**src/rtl/iter_mag_comparator_pkg.sv**
```systemverilog
`default_nettype none
// ============================================================================
// Package     : cmp_pkg
// Description : Shared definitions for the iterative magnitude comparator:
//               result encodings and the compare-engine FSM state type.
// Revision    : 1.0 - initial release
// ============================================================================
package cmp_pkg;

    // Result encodings driven on the comparator 'out' port
    localparam logic [1:0] CMP_GT = 2'b10;
    localparam logic [1:0] CMP_LT = 2'b01;
    localparam logic [1:0] CMP_EQ = 2'b00;

    typedef enum logic [1:0] {
        IDLE = 2'd0,
        CMP  = 2'd1,
        DONE = 2'd2
    } cmp_state_t;

endpackage : cmp_pkg
`default_nettype wire

```
**src/rtl/iter_mag_comparator_cmp_digit.sv**
```systemverilog
`default_nettype none
// ============================================================================
// Module      : cmp_digit
// Description : Combinational unsigned compare of one DIGIT-bit digit.
// Revision    : 1.0 - initial release
// Ports       : i_a, i_b  DIGIT-bit digits to compare
//               o_gt      i_a > i_b
//               o_lt      i_a < i_b
// ============================================================================
module cmp_digit #(
    parameter int DIGIT = 2
) (
    input  logic [DIGIT-1:0] i_a,
    input  logic [DIGIT-1:0] i_b,
    output logic             o_gt,
    output logic             o_lt
);

    assign o_gt = (i_a > i_b);
    assign o_lt = (i_a < i_b);

endmodule : cmp_digit
`default_nettype wire

```
**src/rtl/iter_mag_comparator.sv**
```systemverilog
`default_nettype none
// ============================================================================
// Module      : iter_mag_comparator
// Description : Multi-cycle MSB-first magnitude comparator. Examines DIGIT
//               bits per clock, signed or unsigned, and stops at the first
//               differing digit. start/busy/done handshake.
// Revision    : 1.0 - initial release
// Ports       : clk        rising-edge clock
//               rst_n      synchronous active-low reset
//               start      compare request, sampled when not busy
//               is_signed  two's-complement compare, sampled with start
//               in1, in2   operands A and B, sampled with start
//               busy       compare in progress
//               done       one-cycle pulse, out/cycles valid
//               out        10 A>B, 01 A<B, 00 A==B
//               cycles     digits examined for the last result (1..N)
// ============================================================================
module iter_mag_comparator
    import cmp_pkg::*;
#(
    parameter  int WIDTH = 8,
    parameter  int DIGIT = 2,
    localparam int N     = WIDTH / DIGIT,
    localparam int CW    = $clog2(N + 1)
) (
    input  logic             clk,
    input  logic             rst_n,
    input  logic             start,
    input  logic             is_signed,
    input  logic [WIDTH-1:0] in1,
    input  logic [WIDTH-1:0] in2,
    output logic             busy,
    output logic             done,
    output logic [1:0]       out,
    output logic [CW-1:0]    cycles
);

    generate
        if ((WIDTH < 2) || (DIGIT < 1) || (WIDTH % DIGIT != 0)) begin : g_param_check
            $error("iter_mag_comparator: WIDTH must be >= 2 and a multiple of DIGIT");
        end
    endgenerate

    localparam logic [CW-1:0] c_last_digit = CW'(N - 1);

    cmp_state_t       r_state;
    logic [WIDTH-1:0] r_sa;
    logic [WIDTH-1:0] r_sb;
    logic [CW-1:0]    r_cnt;
    logic             r_busy;
    logic             r_done;
    logic [1:0]       r_out;
    logic [CW-1:0]    r_cycles;

    logic             w_gt;
    logic             w_lt;
    logic [WIDTH-1:0] w_msb_flip;

    // Flipping both sign bits maps two's complement onto offset binary, so
    // the plain unsigned digit compare yields the signed ordering.
    assign w_msb_flip = {is_signed, {(WIDTH-1){1'b0}}};

    cmp_digit #(
        .DIGIT (DIGIT)
    ) u_cmp_digit (
        .i_a  (r_sa[WIDTH-1 -: DIGIT]),
        .i_b  (r_sb[WIDTH-1 -: DIGIT]),
        .o_gt (w_gt),
        .o_lt (w_lt)
    );

    always_ff @(posedge clk) begin
        if (!rst_n) begin
            r_state  <= IDLE;
            r_sa     <= '0;
            r_sb     <= '0;
            r_cnt    <= '0;
            r_busy   <= 1'b0;
            r_done   <= 1'b0;
            r_out    <= CMP_EQ;
            r_cycles <= '0;
        end else begin
            r_done <= 1'b0;
            case (r_state)
                // IDLE and DONE both accept a new request; accepting in DONE
                // gives back-to-back operation with no idle bubble.
                IDLE, DONE: begin
                    if (start) begin
                        r_sa    <= in1 ^ w_msb_flip;
                        r_sb    <= in2 ^ w_msb_flip;
                        r_cnt   <= '0;
                        r_busy  <= 1'b1;
                        r_state <= CMP;
                    end else begin
                        r_busy  <= 1'b0;
                        r_state <= IDLE;
                    end
                end
                CMP: begin
                    if (w_gt || w_lt) begin
                        r_out    <= w_gt ? CMP_GT : CMP_LT;
                        r_cycles <= r_cnt + 1'b1;
                        r_busy   <= 1'b0;
                        r_done   <= 1'b1;
                        r_state  <= DONE;
                    end else if (r_cnt == c_last_digit) begin
                        r_out    <= CMP_EQ;
                        r_cycles <= CW'(N);
                        r_busy   <= 1'b0;
                        r_done   <= 1'b1;
                        r_state  <= DONE;
                    end else begin
                        r_sa  <= r_sa << DIGIT;
                        r_sb  <= r_sb << DIGIT;
                        r_cnt <= r_cnt + 1'b1;
                    end
                end
                default: begin
                    r_busy  <= 1'b0;
                    r_state <= IDLE;
                end
            endcase
        end
    end

    assign busy   = r_busy;
    assign done   = r_done;
    assign out    = r_out;
    assign cycles = r_cycles;

endmodule : iter_mag_comparator
`default_nettype wire

```
**config.mk**
```make
export PLATFORM = sky130hd
export DESIGN_NAME = iter_mag_comparator
export DESIGN_NICKNAME = d
export VERILOG_FILES = /design/src/rtl/iter_mag_comparator_pkg.sv /design/src/rtl/iter_mag_comparator_cmp_digit.sv /design/src/rtl/iter_mag_comparator.sv
export SDC_FILE = /design/constraint.sdc
export NUM_CORES = 1
export LEC_CHECK = 0
export CAP_MARGIN = 40
export CORE_MARGIN = 2
export CORE_UTILIZATION = 48
export DETAILED_ROUTE_END_ITERATION = 12
export PLACE_DENSITY_LB_ADDON = 0.08
export SLEW_MARGIN = 20
export SYNTH_ARGS = -nofsm -noshare
export SYNTH_HDL_FRONTEND = slang
export SYNTH_SLANG_ARGS = --single-unit
```
**constraint.sdc**
```tcl
create_clock -name clk -period 4.2 [get_ports clk]
set_clock_uncertainty 0.15 [all_clocks]
set_input_delay 0.84 -clock clk [delete_from_list [all_inputs] [get_ports clk]]
set_output_delay 0.84 -clock clk [all_outputs]
set_load 0.02 [all_outputs]
```
* After elaboration in Yosys (flattened, before gate mapping)
Index checks and enable logic that the tools add are counted.
Cells by class: shift-type cells 0, multiply operators 0, eq/ne operators 7, $lt $le $gt $ge 2, reduce and logical (&&, ||, !) cells 8, div/mod/pow operators 0, add/sub/neg operators 1, multiplexer cells 27, bitwise operators 2
Operator list (count):
- 8-bit two-way mux | 6
- 8-bit one-hot mux with 2 select lines | 2
- 8-bit bitwise XOR | 2
- 3-bit two-way mux | 5
- 2-bit two-way mux | 5
- 1-bit two-way mux | 6
- 2-bit != test (second input constant) | 3
- 3-bit one-hot mux with 2 select lines | 1
- 2-bit one-hot mux with 2 select lines | 1
- 2-bit AND reduction | 2
- 4-bit AND reduction | 1
- 2-bit nonzero test | 2
- 3-bit by 1-bit adder with 3-bit output (second input constant) | 1
- 3-bit by 2-bit equality test with 1-bit output (second input constant) | 1
- 3-bit != test (second input constant) | 1
- 2-bit by 1-bit equality test with 1-bit output (second input constant) | 1
- 2-bit equality test (second input constant) | 1
- 2-bit > comparator | 1
- 2-bit zero test | 1
- 2-bit < comparator | 1
- 1-bit one-hot mux with 2 select lines | 1
- 2-bit OR reduction | 1
- 1-bit logical OR | 1
Storage, ports and cells: output and inout bits 7, RAM bits 0, register bits after elaboration 28, bits in latches 0, ROM bits 0, memories 0, logic and storage cells 55, input port bits 20

* Logic depth before layout (Yosys ltp)
Gate-level depths: netlist of run 1.
word-level depth 4, mapped depth 7, gate-level depth less buffers 6

* By module
Synthesis of run 1 repeated with hierarchy kept, for this count alone.
Unflattened totals: cells, all modules 153, area, all modules 1313.8 sq um
By module, submodules not included:
- iter_mag_comparator | cells an instance 146, sequential area each 560.5 sq um, area an instance 1248.7 sq um, instances 1
- cmp_digit | cells an instance 7, sequential area each 0.0 sq um, area an instance 65.1 sq um, instances 1

* Worst setup path after synthesis of run 1
Ideal clock, no wire load.
path kind input-to-reg, from input start, to register r_sa[2], setup time 116 ps, arrival 1656 ps, path buffers 1, stages 5, data required time 3934 ps, setup slack 2278 ps, path through nor2b_1 > o21bai_2 > and2_4 > buf_6 > o211a_1
Between the ends: word-level cells in the longest chain between the ends 2
Ends and longest elaborated chain:
- start, declared | RTL line iter_mag_comparator.sv:28 | input logic start,
- 2-bit != test (no line)
- 4-bit AND reduction (no line)
- end signal, assigned | RTL line iter_mag_comparator.sv:89 | r_sa <= in1 ^ w_msb_flip;
- end signal, assigned | RTL line iter_mag_comparator.sv:113 | r_sa <= r_sa << DIGIT;
- end, declared | RTL line iter_mag_comparator.sv:47 | logic [WIDTH-1:0] r_sa;
No other way between the ends. A chain may end at the register's enable or synchronous reset.

* Final worst setup path of run 1
from register r_out[0], in the netlist out[0], to output out[0]
RTL lines:
- start, declared | RTL line iter_mag_comparator.sv:52 | logic [1:0] r_out;
- start signal, assigned | RTL line iter_mag_comparator.sv:101 | r_out <= w_gt ? CMP_GT : CMP_LT;
- end, declared | RTL line iter_mag_comparator.sv:34 | output logic [1:0] out,
No word-level cell between the ends.

==> results of run 1 <==
[logic make-up after synthesis]
logic type	synth area share [%]
AOI/OAI and AO/OA	20.12
xor gates and xnor gates	1.361
adders and majority gates	3.887
buffers and inverters	6.123
DFF	43.54
muxes	3.110
and+or+nand+nor	21.87
[layout make-up]
type                       count  area share, %
multi-input combinational     96          41.31
sequential                    28          35.73
timing repair buffer          27          17.07
tap                           30          2.392
clock buffer                   4          2.313
inverter                       5          1.196
[power by group]
group          switching [mW]  internal [mW]  leakage, nW
Sequential             0.0280          0.323        0.230
Combinational           0.179          0.132        0.449
Clock                  0.0781         0.0530       0.0210
Total                   0.285          0.508        0.701
[final timing paths]
path	end	depth (start not counted)	slack [ns]
setup / recovery	out[0]	1	1.92
hold / removal	r_cnt[1]	2	0.33
setup reg to reg	r_sb[0]	4	1.98
hold reg to reg	r_cnt[1]	2	0.33
[sequential cells by signal, indices dropped and copies added (netlist names)]
signal / flops
r_state: 2
r_sa: 8
done: 1
r_cnt: 3
r_sb: 8
busy: 1
out: 2
cycles: 3
[metrics by stage]
stage / cells / utilization, % / power (mW) / setup slack [ns]
2_1_floorplan: 139 / - / 0.5973 / 2.278
3_3_place_gp: 186 / 61.31 / 0.6631 / 1.641
3_5_place_dp: 186 / 61.31 / 0.6686 / 1.570
4_1_cts: 190 / 62.76 / 0.8000 / 1.905
5_1_grt: 190 / 62.76 / 0.8524 / 1.779
6_report: 190 / 62.76 / 0.7925 / 1.917
[layer usage]
metal	vias to the layer above	global-route usage, %	wire length (µm)
met5	-	0	0
met4	0	5.923	10
met3	2	3.953	108
met2	24	28.57	1177
met1	509	23.77	1228
li1	539	-	-
[synthesized netlist by cell type, drive strengths merged, types with 3 or more instances]
| cell type | n |
|---|---|
| ha | 4 |
| nand2 | 33 |
| nor2b | 3 |
| mux2i | 4 |
| nand4 | 10 |
| o211ai | 3 |
| inv | 5 |
| dfxtp | 28 |
| buf | 8 |
| nor3 | 3 |
| nor2 | 3 |
| a32o | 4 |
| o211a | 10 |
==> flow_metrics.tcl, run 1 <==
set metrics [dict create \
    layout_common_cells "nand2_1 (32), dfxtp_1 (28), clkdlybuf4s50_1 (26), nand4_1 (10), o211a_1 (10)" \
    grt_pass1_wl_um 4512 \
    min_from "r_cnt[1]" \
    areaGrowthSynthToFinish_pct 21.87 \
    grt_pass1_vias 1030 \
    p_leak_nw 0.7006 \
    syn_area_per_cell_um2 9.262 \
    critPathKind "reg -> out" \
    nets 185 \
    ios 27 \
    avgRoutedWirePerCell_um 13.28 \
    antenna_left 0 \
    reg2reg_from "r_state[1]" \
    die_w_um 55.79 \
    p_per_area_mw_per_mm2 505.1 \
    grt_usage_pct 17.84 \
    multi_input_area_um2 648.1 \
    synth_edf_count 0 \
    antenna_found_initial 0 \
    hold_buffers 0 \
    root_buffer "clkbuf_4" \
    ys_warn_count 0 \
    drive_above_1_share_pct 7.500 \
    cp.arrival_ns 1.29 \
    period_share_pct 54.36 \
    ys_top_cells_by_area "dfxtp_1 (44%), nand2_1 (9.3%), o211a_1 (7.8%), nand4_1 (4.9%), ha_1 (3.9%)" \
    layout_commonest_cell "nand2_1" \
    wl_um 2524 \
    async_flop_share_pct 0 \
    crit_required_ns 3.21 \
    crit_fanout 2 \
    critPathLaunchType "register" \
    postPlaceCellArea_mm2 0.001533 \
    synth_cell_types 35 \
    die_h_um 55.79 \
    max-cap-violations 0 \
    ys_seq_area_share_pct 43.54 \
    final_cell_area_mm2 0.001569 \
    rsz0062_at_grt "no" \
    tightest_slew_ns 0.7302 \
    clockBufferDepth 2 \
    slew_viol_final 0 \
    core_area_mm2 0.002500 \
    relSlewSlack_pct 51.32 \
    cts_resized 0 \
    ctsHtreeMaxLevel 1 \
    outcome "completed" \
    worst_hold_slack_ns 0.3290 \
    yosysTopAreaCell "dfxtp_1" \
    postCtsSetupRepairBufs 0 \
    clk_pin_slew_ns 0.16 \
    drc 0 \
    cts_tree "yes" \
    via_count 1074 \
    gr-total-overflow 0 \
    num_rows 18 \
    synth.top_cell.area_share_pct 43.54 \
    nFillCells 226 \
    gp_congestion 0.7564 \
    fmax_mhz 438.0 \
    worstHoldPathType "reg -> reg" \
    drtIter0Drc 24 \
    worst_path_max_delay_cell "clkdlybuf4s50_1" \
    cpPeakStageDelay_ns 0.60 \
    ir_worst_vdd_mv 0.3170 \
    die_area_mm2 0.003113 \
    hold_viol 0 \
    ys_seq_elements 28 \
    dp_hpwl_um 1701 \
    crit_path_end_kind "output port" \
    via_per_inst 5.653 \
    cts.sinks 28 \
    setup_viol 0 \
    firstDrtPassIters 5 \
    seqCellArea_um2 560.5 \
    fin_crit_ns 2.283 \
    clkLatencyLatePin_ns 0.33 \
    netlist_area_mm2 0.001287 \
    synth_cells 139 \
    portBuffers 26 \
    fin_setup_tns_ns 0 \
    synth_fp_nets 163 \
    floorplan.initialDensity_pct 51.50 \
    n_antenna_cell 0 \
    synth-main-ff-cell "dfxtp_1" \
    crit_family "buffers and inverters" \
    grt_max_degree 31 \
    cts_buffers 3 \
    path_cells "clkdlybuf4s50_1" \
    critPathLaunch "out[0]" \
    crit_buf_inv 1 \
]
Power figures use the tool's default switching activity.
==> run 2: changes to the inputs <==
--- a/config.mk
+++ b/config.mk
@@ -7,7 +7,7 @@
 export LEC_CHECK = 0
 export CAP_MARGIN = 40
 export CORE_MARGIN = 2
-export CORE_UTILIZATION = 48
+export CORE_UTILIZATION = 45
 export DETAILED_ROUTE_END_ITERATION = 12
 export PLACE_DENSITY_LB_ADDON = 0.08
 export SLEW_MARGIN = 20
==> constraint.sdc (replaced) <==
create_clock -name clk -period 1.85 [get_ports clk]
set_clock_uncertainty 0.15 [all_clocks]
set_input_delay 0.37 -clock clk [delete_from_list [all_inputs] [get_ports clk]]
set_output_delay 0.37 -clock clk [all_outputs]
set_load 0.02 [all_outputs]
==> run 2 against run 1 <==
  * Design area rose by 6.9%
  * First-iteration DRC count rose by 42%
  * Largest power group is now combinational cells
  * Critical path type unchanged
  * Sequential power rose by 130%
  * Register-to-register slack got worse by 1.9 ns
  * Hold slack got worse by 0.0048 ns
==> flow_metrics.tcl, run 2 (synthesized netlist as in run 1, its figures left out) <==
set metrics [dict create \
    outcome "completed" \
    worst_path_max_delay_cell "clkdlybuf4s50_1" \
    r2r_slack_ns 0.13 \
    ctsHtreeMaxLevel 1 \
    cp.arrival_ns 1.28 \
    ir_worst_vdd_mv 0.6232 \
    cpPeakStageDelay_ns 0.60 \
    p_leak_nw 0.8236 \
    fin_crit_ns 1.797 \
    drtIter0Drc 34 \
    n_antenna_cell 0 \
    drive_above_1_share_pct 13.95 \
    relSlewSlack_pct 81.20 \
    crit_buf_inv 1 \
    core_area_mm2 0.002734 \
    crit_fanout 2 \
    die_area_mm2 0.003305 \
    placed_cells 198 \
    grt_usage_pct 18.33 \
    wl_um 2897 \
    die_h_um 57.49 \
    antenna_found_initial 0 \
    die_w_um 57.49 \
    nets 197 \
    p_per_area_mw_per_mm2 1152 \
    busiest_layer "met2" \
    layout_commonest_cell "nand2_1" \
    root_buffer "clkbuf_4" \
    crit_required_ns 1.33 \
    use_met1_pct 21.92 \
    tightest_slew_ns 0.2810 \
    slew_viol_final 0 \
    setup_viol 0 \
    gr-total-overflow 0 \
    crit_path_end_kind "output port" \
    num_rows 19 \
    fmax_mhz 556.5 \
    via_count 1135 \
    via_per_inst 5.591 \
    hold_viol 0 \
    avgRoutedWirePerCell_um 14.27 \
    grt_pass1_vias 1117 \
    period_share_pct 97.13 \
    max-cap-violations 0 \
    rsz0062_at_grt "no" \
    gp_congestion 0.7461 \
    portBuffers 26 \
    clk_pin_slew_ns 0.15 \
    grt_pass1_wl_um 4733 \
    critPathLaunchType "register" \
    grt_max_degree 18 \
    postCtsSetupRepairBufs 0 \
    areaGrowthSynthToFinish_pct 30.32 \
    final_cells 203 \
    worst_hold_slack_ns 0.3242 \
    clkLatencyLatePin_ns 0.32 \
    clockBufferDepth 2 \
    worstHoldPathType "reg -> reg" \
    antenna_left 0 \
    ios 27 \
    grt_util_met3_pct 2.721 \
    cts.sinks 28 \
    critPathKind "reg -> out" \
    floorplan.initialDensity_pct 47.09 \
    dp_hpwl_um 2112 \
    largest_registers "r_sa (8), r_sb (8)" \
    layout_common_cells "nand2_1 (32), dfxtp_1 (28), clkdlybuf4s50_1 (22), buf_4 (12)" \
    crit_family "buffers and inverters" \
    drc 0 \
    cts_buffers 3 \
    firstDrtPassIters 4 \
    grt.met2_usage_pct 32.47 \
    path_cells "clkdlybuf4s50_1" \
    cts_tree "yes" \
]
-- run 2: layout make-up --
cell class | instances | area, µm²
clock buffer | 4 | 36.28
fill | 249 | 1056
inverter | 5 | 18.77
multi-input combinational | 97 | 663.1
sequential | 28 | 560.5
tap | 31 | 38.79
timing repair buffer | 38 | 360.3
-- run 2: timing repair --
action | 4_1_cts | 5_1_grt
hold buffers | 0 | 0
resized for setup | 0 | 5
endpoints found under the setup margin | 0 | 6
-- run 2: per-stage QoR --
stage	power, mW	util, %	instance area (µm²)	TNS, ns	setup WS (ns)
after floorplan	1.356	-	1287	0	0.2211
final	1.933	61.37	1678	0	0.05307
after CTS	1.932	60.46	1653	0	0.02868
after detailed placement	1.630	59.13	1617	-0.2647	-0.04168
after global placement	1.607	59.13	1617	-0.04478	-0.01324
after global routing	2.067	61.37	1678	0	0.002992
-- run 2: report_power, final --
group,switching (mW),leakage [nW],internal (mW),total (mW)
logic,0.443,0.572,0.389,0.832
registers,0.0688,0.230,0.733,0.802
clock network,0.178,0.0210,0.120,0.299
total,0.690,0.824,1.24,1.93
-- run 2: per-layer routing --
metal / vias up / share of wire (%) / wire (µm)
met5: - / 0 / 0
met4: 0 / 1.6 / 46
met3: 7 / 4.6 / 134
met2: 33 / 49 / 1433
met1: 529 / 44 / 1282
li1: 566 / - / -
-- run 2: worst paths after layout --
kind | from | to | depth (start not counted)
worst min-delay path | cycles[0] | cycles[0] | 2
worst max-delay path | out[0] | out[0] | 1
worst min register to register | cycles[0] | cycles[0] | 2
worst max register to register | r_cnt[0] | r_sa[6] | 6
==> run 3: changes to the inputs <==
--- a/config.mk
+++ b/config.mk
@@ -6,8 +6,9 @@
 export NUM_CORES = 1
 export LEC_CHECK = 0
 export CAP_MARGIN = 40
+export CORE_ASPECT_RATIO = 1.4
 export CORE_MARGIN = 2
-export CORE_UTILIZATION = 45
+export CORE_UTILIZATION = 49
 export DETAILED_ROUTE_END_ITERATION = 12
 export PLACE_DENSITY_LB_ADDON = 0.08
 export SLEW_MARGIN = 20
==> constraint.sdc (replaced) <==
create_clock -name clk -period 1.72 [get_ports clk]
set_clock_uncertainty 0.15 [all_clocks]
set_input_delay 0.344 -clock clk [delete_from_list [all_inputs] [get_ports clk]]
set_output_delay 0.344 -clock clk [all_outputs]
set_load 0.02 [all_outputs]
==> run 3 against run 2 <==
  * Clock-buffer cell count unchanged
  * Sequential power up 8.5%
  * Die area fell by 7.4%
  * Critical path depth increased by 5
  * Flip-flop and latch count unchanged
  * First-iteration DRC count is 35% lower
  * Global-route usage increased by 3.4 points
  * Design area is 6.6% higher
  * Routed wire length grew 1.2%
  * Cell count rose by 6.4%
  * Clock power up 8.0%
  * Via count increased by 4.5%
==> flow_metrics.tcl, run 3 (synthesized netlist as in run 1, its figures left out) <==
set metrics [dict create \
    worstHoldPathCells 2 \
    firstDrtPassIters 4 \
    p_per_area_mw_per_mm2 1274 \
    clockBufferDepth 2 \
    grt_max_degree 20 \
    layout_common_cells "nand2_1 (31), dfxtp_1 (26), clkdlybuf4s50_1 (19), buf_4 (18)" \
    nets 205 \
    layout_commonest_cell "nand2_1" \
    cts.sinks 28 \
    setup_viol 0 \
    worstHoldPathType "reg -> reg" \
    p_sw_uw 817.8 \
    grt_pass1_vias 1097 \
    utilization_pct 69.89 \
    via_count 1186 \
    critPathKind "reg -> reg" \
    antenna_left 0 \
    core_area_mm2 0.002560 \
    wl_um 2933 \
    rsz0062_at_grt "yes" \
    clkLatencyLatePin_ns 0.33 \
    drc 0 \
    largest_registers "r_sa (8), r_sb (8)" \
    critPathLaunch "r_cnt[0]" \
    clk_pin_slew_ns 0.15 \
    relSlewSlack_pct 80.05 \
    hold_buffers 0 \
    period_share_pct 97.57 \
    swShare_pct 35.87 \
    antenna_found_initial 0 \
    ctsHtreeMaxLevel 1 \
    worst_slack_ns 0.04188 \
    gp_congestion 0.8187 \
    avgRoutedWirePerCell_um 13.58 \
    floorplan.initialDensity_pct 50.29 \
    power.internal_mw 1.462 \
    grt_pass1_wl_um 4781 \
    ios 27 \
    cts_tree "yes" \
    portBuffers 26 \
    grt_usage_pct 21.70 \
    die_h_um 64.65 \
    ff2ff_path_depth 6 \
    cts_buffers 3 \
    combPwrFrac_pct 47.6 \
    r2r_slack_ns 0.04 \
    p_leak_nw 0.8313 \
    crit_path_end_kind "register" \
    p_clk_share_pct 14.2 \
    reg2reg_from "r_cnt[0]" \
    min_from "cycles[0]" \
    areaGrowthSynthToFinish_pct 38.97 \
    drive_above_1_share_pct 22.78 \
    crit_required_ns 1.81 \
    num_rows 22 \
    via_per_inst 5.491 \
    fmax_mhz 595.9 \
    p_seq_share_pct 38.2 \
    critPathLaunchType "register" \
    n_antenna_cell 0 \
    pre_cts_slack_ns -0.1277 \
    hold_viol 0 \
    die_w_um 47.32 \
    ir_worst_vdd_mv 0.8012 \
    gr-total-overflow 0 \
    dp_hpwl_um 2050 \
    root_buffer "clkbuf_4" \
    die_area_mm2 0.003059 \
    fin_crit_ns 1.678 \
    outcome "completed" \
    slew_viol_final 0 \
    max-cap-violations 0 \
    crit_fanout 6 \
    cp.arrival_ns 1.77 \
    drtIter0Drc 22 \
    tightest_slew_ns 0.2981 \
]
run 3: cell count changes in the layout (fill, tap and decap cells not counted), sizes merged:
cell           delta
dlymetal6s2s      -4
dlygate4sd2       +7
clkdlybuf4s50     -3
buf               +8
run 3: per-stage QoR:
stage | instance area [µm²] | cells | hold slack [ns] | total power [mW] | setup TNS, ns
final | 1789 | 216 | 0.3193 | 2.280 | 0
after global routing | 1789 | 216 | 0.3355 | 2.428 | -0.02059
after CTS | 1712 | 213 | 0.3225 | 2.149 | -0.003761
after detailed placement | 1660 | 208 | 0.3013 | 1.801 | -2.086
after global placement | 1660 | 208 | 0.2971 | 1.774 | -1.761
after floorplan | 1287 | 139 | 0.2885 | 1.458 | 0
run 3: power groups by stage:
stage                     Combinational [mW]  Sequential, mW  Clock (mW)
after floorplan                        0.560           0.899           0
after global placement                 0.905           0.869           0
after detailed placement               0.926           0.875           0
after CTS                              0.954           0.858       0.336
after global routing                    1.19           0.884       0.355
final                                   1.09           0.870       0.323
run 3: path summary, 6_finish.rpt:
kind | to
max | r_cnt[2]
min | cycles[0]
max reg2reg | r_cnt[2]
min reg2reg | cycles[0]
run 3: worst max-delay path, cell delays in order, from the launching register on:
cell and delay (ns):
dfxtp_1 0.35, ha_1 0.20, ha_2 0.21, o21bai_4 0.24
buf_4 0.16, a211oi_1 0.06, a41o_1 0.21
run 3: what timing repair did:
item                       CTS  global route
setup endpoints to repair   11            23
buffers inserted             0             3
gates resized for setup     10            13
cloned                       1             0
pin swaps                    1             8
run 3: area by class of cell:
type	instances	area, µm²
fillers	224	770.7
well taps	36	45.04
flip-flops and latches	28	563.0
repair buffers	46	409.1
clock buffers	4	36.28
inverters	5	18.77
multi-input cells	97	716.9
run 3: layer usage:
metal,vias to the layer above,track usage [%],routed length [µm]
li1,583,-,-
met1,570,25.31,1214
met2,25,36.15,1565
met3,8,3.343,69
met4,0,11.11,84
met5,-,0,0
